`src/rtl/inst_dispatch_pkg.sv`:
```
// Shared decode constants and FSM state type for the instruction dispatcher.
package inst_dispatch_pkg;

    localparam int unsigned OP_MSB = 63;
    localparam int unsigned OP_LSB = 56;

    localparam logic [7:0] OP_NOP   = 8'h00;
    localparam logic [7:0] OP_FENCE = 8'hFF;

    typedef enum logic [1:0] {
        IDLE,
        ISSUE,
        FENCE_WAIT
    } state_e;

    function automatic logic is_internal_op(input logic [7:0] op);
        return (op == OP_NOP) || (op == OP_FENCE);
    endfunction

endpackage

```
`src/rtl/rr_arbiter.sv`:
```
// Round-robin arbiter: one-hot grant searched from the pointer, pointer moves past each grant.
module rr_arbiter #(
    parameter int unsigned N = 4,
    localparam int unsigned W = $clog2(N)
) (
    input  logic         clk,
    input  logic         rst_n,
    input  logic [N-1:0] req_i,
    input  logic         en_i,
    output logic [N-1:0] gnt_o,
    output logic [W-1:0] gnt_idx_o,
    output logic         gnt_valid_o
);

    logic [W-1:0] ptr_q, ptr_d;
    logic [W-1:0] idx;

    always_comb begin
        gnt_o       = '0;
        gnt_idx_o   = '0;
        gnt_valid_o = 1'b0;
        idx         = '0;
        // N is a power of two, so W-bit addition wraps the search naturally.
        for (int k = 0; k < N; k++) begin
            idx = ptr_q + W'(k);
            if (en_i && !gnt_valid_o && req_i[idx]) begin
                gnt_valid_o = 1'b1;
                gnt_idx_o   = idx;
            end
        end
        if (gnt_valid_o) begin
            gnt_o[gnt_idx_o] = 1'b1;
        end
        ptr_d = gnt_valid_o ? gnt_idx_o + W'(1) : ptr_q;
    end

    always_ff @(posedge clk or negedge rst_n) begin
        if (!rst_n) begin
            ptr_q <= '0;
        end else begin
            ptr_q <= ptr_d;
        end
    end

endmodule

```
`src/rtl/inst_dispatcher.sv`:
```
// Decodes receiver words, issues them to execution units and writes results back.
// Define DISPATCH_PERF_COUNTERS_EN to add issue/retire/stall performance counters.
module inst_dispatcher
    import inst_dispatch_pkg::*;
#(
    parameter int unsigned DATA_WIDTH        = 64,
    parameter int unsigned INSTRUCTION_DEPTH = 16,
    parameter int unsigned NUM_UNITS         = 4,
    parameter int unsigned MAX_OUTSTANDING   = 8,
    localparam int unsigned ID_W = $clog2(INSTRUCTION_DEPTH),
    localparam int unsigned U_W  = $clog2(NUM_UNITS)
) (
    input  logic                            clk,
    input  logic                            rst_n,
    input  logic [DATA_WIDTH-1:0]           instruction,
    input  logic [ID_W-1:0]                 instruction_id,
    input  logic                            instruction_valid,
    output logic                            instruction_next,
    output logic [DATA_WIDTH-1:0]           data,
    output logic [ID_W-1:0]                 data_id,
    output logic                            data_valid,
    output logic [NUM_UNITS-1:0]            unit_valid,
    output logic [DATA_WIDTH-1:0]           unit_inst,
    output logic [ID_W-1:0]                 unit_id,
    input  logic [NUM_UNITS-1:0]            unit_ready,
    input  logic [NUM_UNITS-1:0]            res_valid,
    input  logic [NUM_UNITS*ID_W-1:0]       res_id,
    input  logic [NUM_UNITS*DATA_WIDTH-1:0] res_data,
    output logic [NUM_UNITS-1:0]            res_ready,
    output logic                            busy,
    output logic                            err_unexpected
`ifdef DISPATCH_PERF_COUNTERS_EN
    ,
    output logic [31:0]                     perf_issued,
    output logic [31:0]                     perf_retired,
    output logic [31:0]                     perf_stall_cycles
`endif
);

    localparam int unsigned OW = $clog2(MAX_OUTSTANDING + 1);
    localparam logic [OW-1:0] MaxOut = OW'(MAX_OUTSTANDING);

    state_e                 state_q, state_d;
    logic [DATA_WIDTH-1:0]  inst_q, inst_d;
    logic [ID_W-1:0]        id_q, id_d;
    logic [OW-1:0]          outstanding_q, outstanding_d;
    logic [INSTRUCTION_DEPTH-1:0] sb_q, sb_d;
    logic [DATA_WIDTH-1:0]  data_q, data_d;
    logic [ID_W-1:0]        data_id_q, data_id_d;
    logic                   data_valid_q, data_valid_d;
    logic                   err_q, err_d;

    logic [7:0]             opcode;
    logic                   in_nop, in_fence, accept, issue_hs, retire;
    logic                   cpl_valid, arb_en;
    logic [ID_W-1:0]        cpl_id;
    logic [U_W-1:0]         unit_sel;
    logic [U_W-1:0]         gnt_idx;
    logic                   gnt_valid;
    logic [ID_W-1:0]        g_id;
    logic [DATA_WIDTH-1:0]  g_data;

    assign opcode   = instruction[OP_MSB:OP_LSB];
    assign in_nop   = (opcode == OP_NOP);
    assign in_fence = (opcode == OP_FENCE);
    assign unit_sel = inst_q[OP_LSB +: U_W];

    // Completions enter the writeback register in the cycle they form, so none is ever left
    // pending; that is why no pending term appears in the accept or fence conditions.
    assign accept = rst_n && (state_q == IDLE) && instruction_valid &&
                    (is_internal_op(opcode) || (outstanding_q < MaxOut));
    assign instruction_next = accept;

    assign issue_hs  = (state_q == ISSUE) && unit_ready[unit_sel];
    assign cpl_valid = (accept && in_nop) || ((state_q == FENCE_WAIT) && (outstanding_q == '0));
    assign cpl_id    = (state_q == FENCE_WAIT) ? id_q : instruction_id;
    assign arb_en    = rst_n && !cpl_valid;

    rr_arbiter #(
        .N(NUM_UNITS)
    ) u_arb (
        .clk         (clk),
        .rst_n       (rst_n),
        .req_i       (res_valid),
        .en_i        (arb_en),
        .gnt_o       (res_ready),
        .gnt_idx_o   (gnt_idx),
        .gnt_valid_o (gnt_valid)
    );

    assign g_id   = res_id[gnt_idx*ID_W +: ID_W];
    assign g_data = res_data[gnt_idx*DATA_WIDTH +: DATA_WIDTH];

    always_comb begin
        state_d       = state_q;
        inst_d        = inst_q;
        id_d          = id_q;
        sb_d          = sb_q;
        outstanding_d = outstanding_q;
        data_d        = data_q;
        data_id_d     = data_id_q;
        data_valid_d  = 1'b0;
        err_d         = err_q;
        retire        = 1'b0;

        // Internal completions take the writeback slot ahead of any unit result.
        if (cpl_valid) begin
            data_valid_d = 1'b1;
            data_d       = '0;
            data_id_d    = cpl_id;
        end else if (gnt_valid) begin
            if (sb_q[g_id] && (outstanding_q != '0)) begin
                data_valid_d = 1'b1;
                data_d       = g_data;
                data_id_d    = g_id;
                sb_d[g_id]   = 1'b0;
                retire       = 1'b1;
            end else begin
                err_d = 1'b1;
            end
        end

        unique case (state_q)
            IDLE: begin
                if (accept) begin
                    inst_d = instruction;
                    id_d   = instruction_id;
                    if (in_fence) begin
                        state_d = FENCE_WAIT;
                    end else if (!in_nop) begin
                        state_d = ISSUE;
                    end
                end
            end
            ISSUE: begin
                if (issue_hs) begin
                    sb_d[id_q] = 1'b1;
                    state_d    = IDLE;
                end
            end
            FENCE_WAIT: begin
                if (outstanding_q == '0) begin
                    state_d = IDLE;
                end
            end
            default: state_d = IDLE;
        endcase

        unique case ({issue_hs, retire})
            2'b10:   outstanding_d = outstanding_q + OW'(1);
            2'b01:   outstanding_d = outstanding_q - OW'(1);
            default: outstanding_d = outstanding_q;
        endcase
    end

    always_ff @(posedge clk or negedge rst_n) begin
        if (!rst_n) begin
            state_q       <= IDLE;
            inst_q        <= '0;
            id_q          <= '0;
            outstanding_q <= '0;
            sb_q          <= '0;
            data_q        <= '0;
            data_id_q     <= '0;
            data_valid_q  <= 1'b0;
            err_q         <= 1'b0;
        end else begin
            state_q       <= state_d;
            inst_q        <= inst_d;
            id_q          <= id_d;
            outstanding_q <= outstanding_d;
            sb_q          <= sb_d;
            data_q        <= data_d;
            data_id_q     <= data_id_d;
            data_valid_q  <= data_valid_d;
            err_q         <= err_d;
        end
    end

    always_comb begin
        unit_valid = '0;
        if (state_q == ISSUE) begin
            unit_valid[unit_sel] = 1'b1;
        end
    end

    assign unit_inst      = inst_q;
    assign unit_id        = id_q;
    assign data           = data_q;
    assign data_id        = data_id_q;
    assign data_valid     = data_valid_q;
    assign err_unexpected = err_q;
    assign busy           = (state_q != IDLE) || (outstanding_q != '0);

`ifdef DISPATCH_PERF_COUNTERS_EN
    logic [31:0] perf_issued_q, perf_issued_d;
    logic [31:0] perf_retired_q, perf_retired_d;
    logic [31:0] perf_stall_q, perf_stall_d;
    logic        stall;

    assign stall = rst_n && (state_q == IDLE) && instruction_valid && !accept;

    always_comb begin
        perf_issued_d  = perf_issued_q + (issue_hs ? 32'd1 : 32'd0);
        perf_retired_d = perf_retired_q + (retire ? 32'd1 : 32'd0);
        perf_stall_d   = perf_stall_q + (stall ? 32'd1 : 32'd0);
    end

    always_ff @(posedge clk or negedge rst_n) begin
        if (!rst_n) begin
            perf_issued_q  <= '0;
            perf_retired_q <= '0;
            perf_stall_q   <= '0;
        end else begin
            perf_issued_q  <= perf_issued_d;
            perf_retired_q <= perf_retired_d;
            perf_stall_q   <= perf_stall_d;
        end
    end

    assign perf_issued       = perf_issued_q;
    assign perf_retired      = perf_retired_q;
    assign perf_stall_cycles = perf_stall_q;
`endif

endmodule

```
`config.mk`:
```
export PLATFORM = sky130hd
export DESIGN_NAME = inst_dispatcher
export DESIGN_NICKNAME = d
export VERILOG_FILES = /design/src/rtl/inst_dispatch_pkg.sv /design/src/rtl/rr_arbiter.sv /design/src/rtl/inst_dispatcher.sv
export SDC_FILE = /design/constraint.sdc
export NUM_CORES = 1
export LEC_CHECK = 0
export CORE_AREA = 2 2 194 196
export DETAILED_ROUTE_END_ITERATION = 10
export DIE_AREA = 0 0 196 198
export PLACE_DENSITY_LB_ADDON = 0.12
export SLEW_MARGIN = 5
export SYNTH_ARGS = -nofsm -noshare
export SYNTH_HDL_FRONTEND = slang
export SYNTH_HIERARCHICAL = 1
export SYNTH_SLANG_ARGS = --single-unit
```
`constraint.sdc`:
```
create_clock -name clk -period 5.7 [get_ports clk]
set_input_delay 0.57 -clock clk [delete_from_list [all_inputs] [get_ports clk]]
set_output_delay 0.57 -clock clk [all_outputs]
set_load 0.005 [all_outputs]
```
==> impl_metrics.py, run 1 <==
metrics = {
    "outcome": {
        "outcome": "completed",
    },
    "grt": {
        "grt_start_max_net_pins": 71,
        "grtUsageTotal": 0.195,
        "grt_first_pass_wirelength_um": 56500,
        "grt_pass1_vias": 8681,
        "grt-ovfl-total": 0,
        "antenna_found_initial": 2,
    },
    "sta": {
        "worst_pin_slew_ns": 0.963,
        "fin_ws_ns": 0.170,
        "slew_headroom": 0.358,
        "final-hold-violation-count": 0,
        "max_freq_mhz": 181,
        "final_max_slew_viol_count": 0,
        "setup_violations": 0,
        "setup_tns_ns": 0,
        "fin_crit_ns": 5.53,
        "fin_crit_sh": 0.970,
        "skew_ns": 0.0135,
    },
    "clock_tree": {
        "clk_pin_slew_worst_paths_ns": 0.07,
        "cts_htree_levels": 4,
        "root_buffer": "clkbuf_16",
        "tritoncts": "yes",
        "holdBufCountCts": 0,
        "cts_num_sinks": 162,
        "clock_latency_ns": 0.43,
        "cts_buffers": 17,
        "cts_buffer_depth": 2,
    },
    "power": {
        "power_leakage_nw": 6.12,
        "ir_worst_vdd_mv": 0.248,
        "p_per_area_nw_per_um2": 542,
    },
    "critical_path": {
        "crit_required_ns": 5.99,
        "cp_slowest_stage_delay_ns": 0.57,
        "crit_buf_inv": 3,
        "slowest_stage": "or4_4",
        "startpoint_type": "input pin",
        "crit_family": "simple AND/OR/NAND/NOR gates",
        "path_cells": "clkdlybuf4s50_1 > or4_4 > or4_4 > a21o_1 > and2_1 > nand2_1 > a21oi_2 > or2_1 > o31a_4 > mux4_2 > buf_4 > mux2i_1 > a22oi_2 > and3_4 > buf_4 > and3_1 > o221ai_1",
        "criticalPathCategory": "in -> reg",
        "path_max_fanout": 67,
        "arrival_ns": 5.81,
        "end_kind": "flip-flop",
    },
    "floorplan": {
        "rows": 71,
        "chipWidth_um": 196,
        "dieArea_um2": 38800,
        "fp.dieH_um": 198,
        "coreArea_um2": 37000,
        "initial_utilization": 0.246,
        "io_pins": 499,
    },
    "yosys": {
        "synth_enable_flop_cells": 0,
        "synth_nets": 1136,
        "synthArstFlopShare": 1.00,
        "netlist_instances": 778,
        "yosys_register_bits": 162,
        "avgSynthCellArea_um2": 11.7,
        "synth.area.top_cells": "dfrtp_1, mux4_2, mux2_2, o21ai_0, a21oi_1",
        "seq_area_frac_synth": 0.446,
        "yosysTopAreaCellShare": 0.446,
        "synth_warnings": 6,
        "synthesis.area_um2": 9090,
        "synth_ff_type": "dfrtp_1",
        "synth_top_area_cell": "dfrtp_1",
        "synth_cell_type_count": 60,
    },
    "worst_hold_path": {
        "worstHoldPathType": "in -> async",
    },
    "drt": {
        "wl_per_cell_um": 22.0,
        "viasPerCell": 4.90,
        "firstDrtPassIters": 5,
        "vias": 8695,
        "drc": 0,
        "ant_nets": 0,
        "finalWirelength_um": 39100,
        "drtIter0Drc": 392,
    },
    "final_layout": {
        "final_core_util": 0.423,
        "nets": 1644,
        "drive_gt1_frac": 0.192,
        "synthToLayoutAreaGrowth_pct": 71.9,
        "multiInputGateArea_um2": 4820,
        "mostFrequentLayoutCell": "clkdlybuf4s50_1",
        "seq_area_um2": 4050,
        "layout_common_cells": "clkdlybuf4s50_1, dfrtp_1, o21ai_0, mux4_2, a21oi_1",
        "nFillCells": 3558,
    },
    "run": {
        "drv_cap": 0,
    },
    "place": {
        "port_buffers": 498,
        "hpwl_um": 29800,
        "gp_congestion": 0.806,
        "post-place-ws_ns": -0.436,
    },
}
==> Yosys cell counts, types with 5 or more instances <==
master    number
o21ai_0       80
mux2_1         8
mux4_2        69
nand2_1       29
clkbuf_1      35
buf_2         23
inv_1         11
dfrtp_1      162
ha_1           7
nand3_1       71
a21oi_1       72
and3_1         5
and2_1         6
nand2b_1       5
mux2_2        64
nor2_1        18
or4_1          6
mux2i_1       12
nor2b_1        6
nand3b_1       5
o221ai_1       9
==> what timing repair did <==
item / 4_1_cts / 5_1_grt
setup endpoints to repair: 0 / 10
resized for setup: 0 / 14
buffers inserted: 0 / 3
==> per-stage QoR <==
step,hold slack (ns),area (um^2),power (mW),cells
global placement,0.466,14900,7.14,1737
floorplan,0.274,9110,4.76,778
CTS,0.358,15500,8.51,1769
global route,0.379,15600,9.10,1774
detailed placement,0.474,14900,7.18,1737
finish,0.328,15600,8.47,1774
==> logic make-up after synthesis <==
group	after synthesis	synth area share
XOR/XNOR	5	0.00482
AO/OA/AOI/OAI	197	0.126
AND/OR/NAND/NOR	174	0.101
adder cells (fa/ha/maj)	7	0.00963
buffers and inverters	79	0.0380
flip-flops	162	0.446
multiplexers	154	0.275
==> area by class of cell <==
class,instances,area share
Antenna cell,1,0.000160
Clock buffer,18,0.0275
Clock inverter,14,0.0136
Inverter,11,0.00264
Multi-Input combinational cell,538,0.309
Sequential cell,162,0.259
Tap cell,474,0.0379
Timing Repair Buffer,556,0.350
==> routing by layer <==
| layer | vias up | track usage | wire length [um] |
|---|---|---|---|
| li1 | 3989 | - | - |
| met5 | - | 0 | 13 |
| met4 | 2 | 0.0359 | 433 |
| met3 | 22 | 0.0509 | 2810 |
| met1 | 4296 | 0.255 | 16600 |
| met2 | 386 | 0.327 | 19300 |
==> flip-flops by register name (all words and copies together), names as in the netlist <==
name	cells
unit_inst	64
unit_id	4
outstanding_q	4
data_valid	1
state_q	2
u_arb/ptr_q	2
data_id	4
sb_q	16
err_unexpected	1
data	64
==> final timing paths <==
check                                        startpoint                        end  slack (ns)  cells past startpoint
max                                     instruction[56]         sb_q[14]$_DFF_PN0_        0.17                     17
min                                               rst_n  unit_inst[57]$_DFFE_PN0P_        0.33                      2
max reg2reg                outstanding_q[1]$_DFFE_PN0P_         sb_q[14]$_DFF_PN0_        0.62                     16
min reg2reg                   unit_inst[40]$_DFFE_PN0P_  unit_inst[40]$_DFFE_PN0P_        0.48                      1
max in group asynchronous                         rst_n       data[18]$_DFFE_PN0P_        4.07                      3
min in group clk              unit_inst[40]$_DFFE_PN0P_  unit_inst[40]$_DFFE_PN0P_        0.48                      1
==> report_power, final <==
part | switching (mW) | internal [mW]
logic | 2.24 | 2.83
registers | 0.385 | 1.73
clock network | 0.532 | 0.752
No activity file was read; power rests on OpenSTA's default activity.
==> run 2, diff against run 1 <==
CTS_BUF_LIST = sky130_fd_sc_hd__clkbuf_4 sky130_fd_sc_hd__clkbuf_8 sky130_fd_sc_hd__clkbuf_16   (was default)
RECOVER_POWER = 25   (was default)
==> run 2 against run 1 <==
Against the previous run:
- clock power about the same
- core utilization is essentially flat
- the run now ends with max-capacitance violations, max-slew violations left
- final cell count is the same
- largest power group unchanged
==> impl_metrics.py, run 2 (synthesis gave the netlist of run 1 again) <==
metrics = {
    "run": {
        "drv_cap": 2,
    },
    "critical_path": {
        "criticalPathCategory": "in -> reg",
        "r2r_slack_ns": 0.60,
        "arrival_ns": 5.83,
        "path_max_fanout": 67,
        "crit_required_ns": 5.98,
        "regToRegStartpoint": "outstanding_q[1]$_DFFE_PN0P_",
        "timing.rr.end": "sb_q[14]$_DFF_PN0_",
        "worstRegToRegCells": 16,
        "end_kind": "flip-flop",
        "startpoint_type": "input pin",
    },
    "floorplan": {
        "io_pins": 499,
        "coreArea_um2": 37000,
        "rows": 71,
        "fp.dieH_um": 198,
        "chipWidth_um": 196,
        "dieArea_um2": 38800,
        "initial_utilization": 0.246,
    },
    "sta": {
        "setup_violations": 0,
        "fin_crit_ns": 5.55,
        "worst_pin_slew_ns": 3.11,
        "setup_tns_ns": 0,
        "final-hold-violation-count": 0,
        "max_freq_mhz": 180,
        "skew_ns": 0.0136,
        "slew_headroom": -1.07,
        "final_max_slew_viol_count": 115,
        "fin_crit_sh": 0.974,
    },
    "drt": {
        "firstDrtPassIters": 7,
        "ant_nets": 0,
        "viasPerCell": 4.90,
        "vias": 8687,
        "drc": 0,
        "wl_per_cell_um": 22.0,
        "finalWirelength_um": 39100,
        "drtIter0Drc": 419,
    },
    "worst_hold_path": {
        "whs_endpoint": "unit_inst[41]$_DFFE_PN0P_",
        "hp-start": "unit_inst[41]$_DFFE_PN0P_",
        "worstHoldPathType": "reg -> reg",
        "hold_depth": 1,
    },
    "grt": {
        "grtUsageTotal": 0.195,
        "grt_first_pass_wirelength_um": 56500,
        "grt_start_max_net_pins": 71,
        "antenna_found_initial": 2,
        "grt-ovfl-total": 0,
        "grt_pass1_vias": 8681,
    },
    "clock_tree": {
        "cts_num_sinks": 162,
        "clock_latency_ns": 0.42,
        "cts_htree_levels": 4,
        "holdBufCountCts": 0,
        "cts_buffers": 17,
        "tritoncts": "yes",
        "cts_buffer_depth": 2,
        "root_buffer": "clkbuf_16",
        "clk_pin_slew_worst_paths_ns": 0.07,
    },
    "outcome": {
        "violations": "max-capacitance violations, max-slew violations",
        "outcome": "complete, but fails checks",
    },
    "final_layout": {
        "drive_gt1_frac": 0.192,
        "synthToLayoutAreaGrowth_pct": 71.8,
        "nets": 1644,
        "mostFrequentLayoutCell": "clkdlybuf4s50_1",
        "layout_common_cells": "clkdlybuf4s50_1, dfrtp_1, o21ai_0, mux4_2, a21oi_1",
        "final_cells": 1774,
        "nFillCells": 3561,
        "final_core_util": 0.423,
    },
    "place": {
        "gp_congestion": 0.806,
        "port_buffers": 498,
        "hpwl_um": 29800,
        "dp.cells": 1737,
    },
    "power": {
        "p_per_area_nw_per_um2": 542,
        "ir_worst_vdd_mv": 0.248,
        "power_leakage_nw": 6.11,
    },
}
## run 2: cell count changes in the layout (fill, tap and decap cells not counted), sizes merged
cell / change
buf: -4
clkbuf: +4
clkdlybuf4s50: -3
dlygate4sd3: +3
## run 2: what timing repair did
item | in CTS | in global routing
setup endpoints to repair | 0 | 10
gates resized for setup | 0 | 14
setup buffers | 0 | 3
## run 2: per-layer routing
| metal | part of all wire | GRT usage | vias up | wire, um |
|---|---|---|---|---|
| met5 | 0.00033 | 0 | - | 13 |
| met4 | 0.011 | 0.0359 | 2 | 416 |
| met3 | 0.073 | 0.0509 | 21 | 2860 |
| met2 | 0.49 | 0.327 | 382 | 19200 |
| met1 | 0.42 | 0.255 | 4293 | 16500 |
| li1 | - | - | 3989 | - |
## run 2: worst max-delay path by stage
| stage | startpoint | to | slack (ns) | cells after the start |
|---|---|---|---|---|
| after detailed placement | instruction[56] | outstanding_q[3]$_DFFE_PN0P_ | -0.44 | 22 |
| after global routing | instruction[56] | sb_q[14]$_DFF_PN0_ | -0.05 | 17 |
| after global placement | instruction[57] | outstanding_q[3]$_DFFE_PN0P_ | -0.34 | 22 |
| after floorplan | instruction[56] | outstanding_q[2]$_DFFE_PN0P_ | 0.003 | 25 |
| final | instruction[56] | sb_q[14]$_DFF_PN0_ | 0.15 | 17 |
| after CTS | instruction[56] | outstanding_q[3]$_DFFE_PN0P_ | 0.0005 | 22 |
## run 2: per-stage QoR
step	power (mW)	instance area (um^2)	hold WS, ns	setup WS [ns]
3_3_place_gp	7.14	14900	0.466	-0.339
6_report	8.47	15600	0.483	0.150
2_1_floorplan	4.76	9110	0.274	0.00293
4_1_cts	8.52	15500	0.358	0.000548
3_5_place_dp	7.18	14900	0.474	-0.436
5_1_grt	9.10	15600	0.499	-0.0457
## run 2: final cells by class
class | instances | area [um^2] | share of cell area
Multi-Input combinational cell | 538 | 4820 | 0.309
Timing Repair Buffer | 556 | 5460 | 0.350
Clock buffer | 18 | 433 | 0.0277
Tap cell | 474 | 593 | 0.0380
Antenna cell | 1 | 2.50 | 0.000160
Sequential cell | 162 | 4050 | 0.260
Clock inverter | 14 | 213 | 0.0136
Inverter | 11 | 41.3 | 0.00264
## run 2: power by group
part           switching, mW  internal (mW)
Sequential             0.385           1.73
Clock                  0.533          0.756
Combinational           2.24           2.82
Total                   3.16           5.31
## run 2: worst max-delay path: stages
cell	delay (ns)
clkdlybuf4s50_1	0.45
or4_4	0.56
or4_4	0.57
a21o_1	0.22
and2_1	0.21
nand2_1	0.13
a21oi_2	0.06
or2_1	0.27
o31a_4	0.38
mux4_2	0.57
buf_4	0.19
mux2i_1	0.13
a22oi_2	0.15
and3_4	0.22
buf_4	0.57
and3_1	0.40
o221ai_1	0.17
==> run 3, diff against run 2 <==
RECOVER_POWER = default   (was 25)
SLEW_MARGIN = default   (was 5)
==> run 3 against run 2 <==
Against the previous run:
- the flow now finishes without violations
- first-iteration DRC count fell by 6.4%
- flip-flop and latch count did not move
- core utilization barely moved
- setup slack improved by 0.014 ns
- non-clock buffer count unchanged
- clock skew about the same
- die area unchanged
- sequential share of layout area is essentially flat
- fmax up 0.26%
- count of clock-buffer cells in the layout is the same
- critical path type unchanged
- critical endpoint unchanged
- largest cell class unchanged
==> impl_metrics.py, run 3 (synthesis gave the netlist of run 1 again) <==
metrics = {
    "sta": {
        "skew_ns": 0.0135,
        "fin_crit_ns": 5.54,
        "worst_pin_slew_ns": 0.963,
        "max_freq_mhz": 181,
        "slew_headroom": 0.358,
        "fin_crit_sh": 0.971,
        "final-hold-violation-count": 0,
        "final_max_slew_viol_count": 0,
        "setup_violations": 0,
    },
    "floorplan": {
        "rows": 71,
        "initial_utilization": 0.246,
        "fp.dieH_um": 198,
        "io_pins": 499,
        "chipWidth_um": 196,
        "coreArea_um2": 37000,
        "dieArea_um2": 38800,
    },
    "critical_path": {
        "worstRegToRegCells": 16,
        "timing.rr.end": "sb_q[14]$_DFF_PN0_",
        "path_cells": "clkdlybuf4s50_1 > or4_4 > or4_4 > a21o_1 > and2_1 > nand2_1 > a21oi_2 > or2_1 > o31a_4 > mux4_2 > buf_4 > mux2i_1 > a22oi_2 > and3_4 > buf_4 > and3_1 > o221ai_1",
        "end_kind": "flip-flop",
        "regToRegStartpoint": "outstanding_q[1]$_DFFE_PN0P_",
        "path_max_fanout": 67,
        "crit_required_ns": 5.98,
        "arrival_ns": 5.82,
        "cp_slowest_stage_delay_ns": 0.57,
        "startpoint": "instruction[56]",
        "startpoint_type": "input pin",
        "critPathCapture": "sb_q[14]$_DFF_PN0_",
        "criticalPathCategory": "in -> reg",
        "slowest_stage": "or4_4",
        "r2r_slack_ns": 0.62,
    },
    "drt": {
        "drtIter0Drc": 392,
        "viasPerCell": 4.90,
        "vias": 8699,
        "firstDrtPassIters": 5,
        "finalWirelength_um": 39100,
        "wl_per_cell_um": 22.0,
        "ant_nets": 0,
        "drc": 0,
    },
    "place": {
        "hpwl_um": 29800,
        "gp_congestion": 0.806,
        "port_buffers": 498,
    },
    "clock_tree": {
        "cts_buffer_depth": 2,
        "clock_latency_ns": 0.43,
        "clk_pin_slew_worst_paths_ns": 0.07,
        "cts_buffers": 17,
        "tritoncts": "yes",
        "holdBufCountCts": 0,
        "root_buffer": "clkbuf_16",
        "cts_num_sinks": 162,
        "cts_htree_levels": 4,
    },
    "power": {
        "p_per_area_nw_per_um2": 542,
        "power_leakage_nw": 6.12,
        "totalPowerFinal_mw": 8.48,
        "ir_worst_vdd_mv": 0.248,
    },
    "grt": {
        "grt-ovfl-total": 0,
        "grt_first_pass_wirelength_um": 56500,
        "grt_pass1_vias": 8681,
        "antenna_found_initial": 2,
        "grt_start_max_net_pins": 71,
        "grtUsageTotal": 0.195,
    },
    "final_layout": {
        "layout_common_cells": "clkdlybuf4s50_1, dfrtp_1, o21ai_0, mux4_2, a21oi_1",
        "mostFrequentLayoutCell": "clkdlybuf4s50_1",
        "nets": 1644,
        "drive_gt1_frac": 0.193,
        "final_core_util": 0.423,
        "synthToLayoutAreaGrowth_pct": 71.9,
        "nFillCells": 3557,
    },
    "run": {
        "drv_cap": 0,
    },
    "worst_hold_path": {
        "worstHoldPathType": "in -> async",
    },
    "outcome": {
        "outcome": "completed",
    },
}
[run 3: cell type report]
type	count	area (um^2)	area share
repair buffers	556	5480	0.350
multi-input cells	538	4820	0.308
flip-flops and latches	162	4050	0.259
well taps	474	593	0.0379
clock buffers	18	433	0.0277
clock inverters	14	213	0.0136
inverters	11	41.3	0.00264
diodes	1	2.50	0.000160
[run 3: worst min path at each step]
stage | slack (ns) | endpoint | cells past startpoint | startpoint
6_report | 0.33 | unit_inst[57]$_DFFE_PN0P_ | 2 | rst_n
5_1_grt | 0.38 | unit_inst[57]$_DFFE_PN0P_ | 2 | rst_n
4_1_cts | 0.36 | unit_inst[57]$_DFFE_PN0P_ | 2 | rst_n
3_5_place_dp | 0.47 | unit_inst[17]$_DFFE_PN0P_ | 1 | unit_inst[17]$_DFFE_PN0P_
3_3_place_gp | 0.47 | unit_inst[41]$_DFFE_PN0P_ | 1 | unit_inst[41]$_DFFE_PN0P_
2_1_floorplan | 0.27 | data[0]$_DFFE_PN0P_ | 0 | rst_n
[run 3: per-stage QoR]
stage,hold slack [ns],setup slack (ns),instances,setup TNS [ns],instance area (um^2)
floorplan,0.274,0.00293,778,0,9110
global placement,0.466,-0.339,1737,-2.26,14900
detailed placement,0.474,-0.436,1737,-7.91,14900
CTS,0.358,0.000548,1769,0,15500
global route,0.379,-0.0457,1774,-0.112,15600
finish,0.328,0.164,1774,0,15600
[run 3: metal layers]
metal,global-route usage,wire length (um)
met1,0.255,16600
met2,0.327,19300
met3,0.0509,2820
met4,0.0359,439
met5,0,13
[run 3: critical path: cells and delay by family]
kind / cells / cell delay (ns)
multiplexers: 2 / 0.70
AND/OR/NAND/NOR: 7 / 2.34
buffers and inverters: 3 / 1.21
AO/OA/AOI/OAI: 5 / 0.99
[run 3: report_power, final]
| group | switching, mW | internal, mW | total [mW] |
|---|---|---|---|
| logic | 2.24 | 2.83 | 5.07 |
| registers | 0.385 | 1.73 | 2.12 |
| clock network | 0.532 | 0.756 | 1.29 |
| total | 3.16 | 5.31 | 8.48 |
[run 3: what timing repair did]
action                     in CTS  in global routing
buffers inserted                0                  3
resized for setup               0                 14
setup endpoints to repair       0                 10
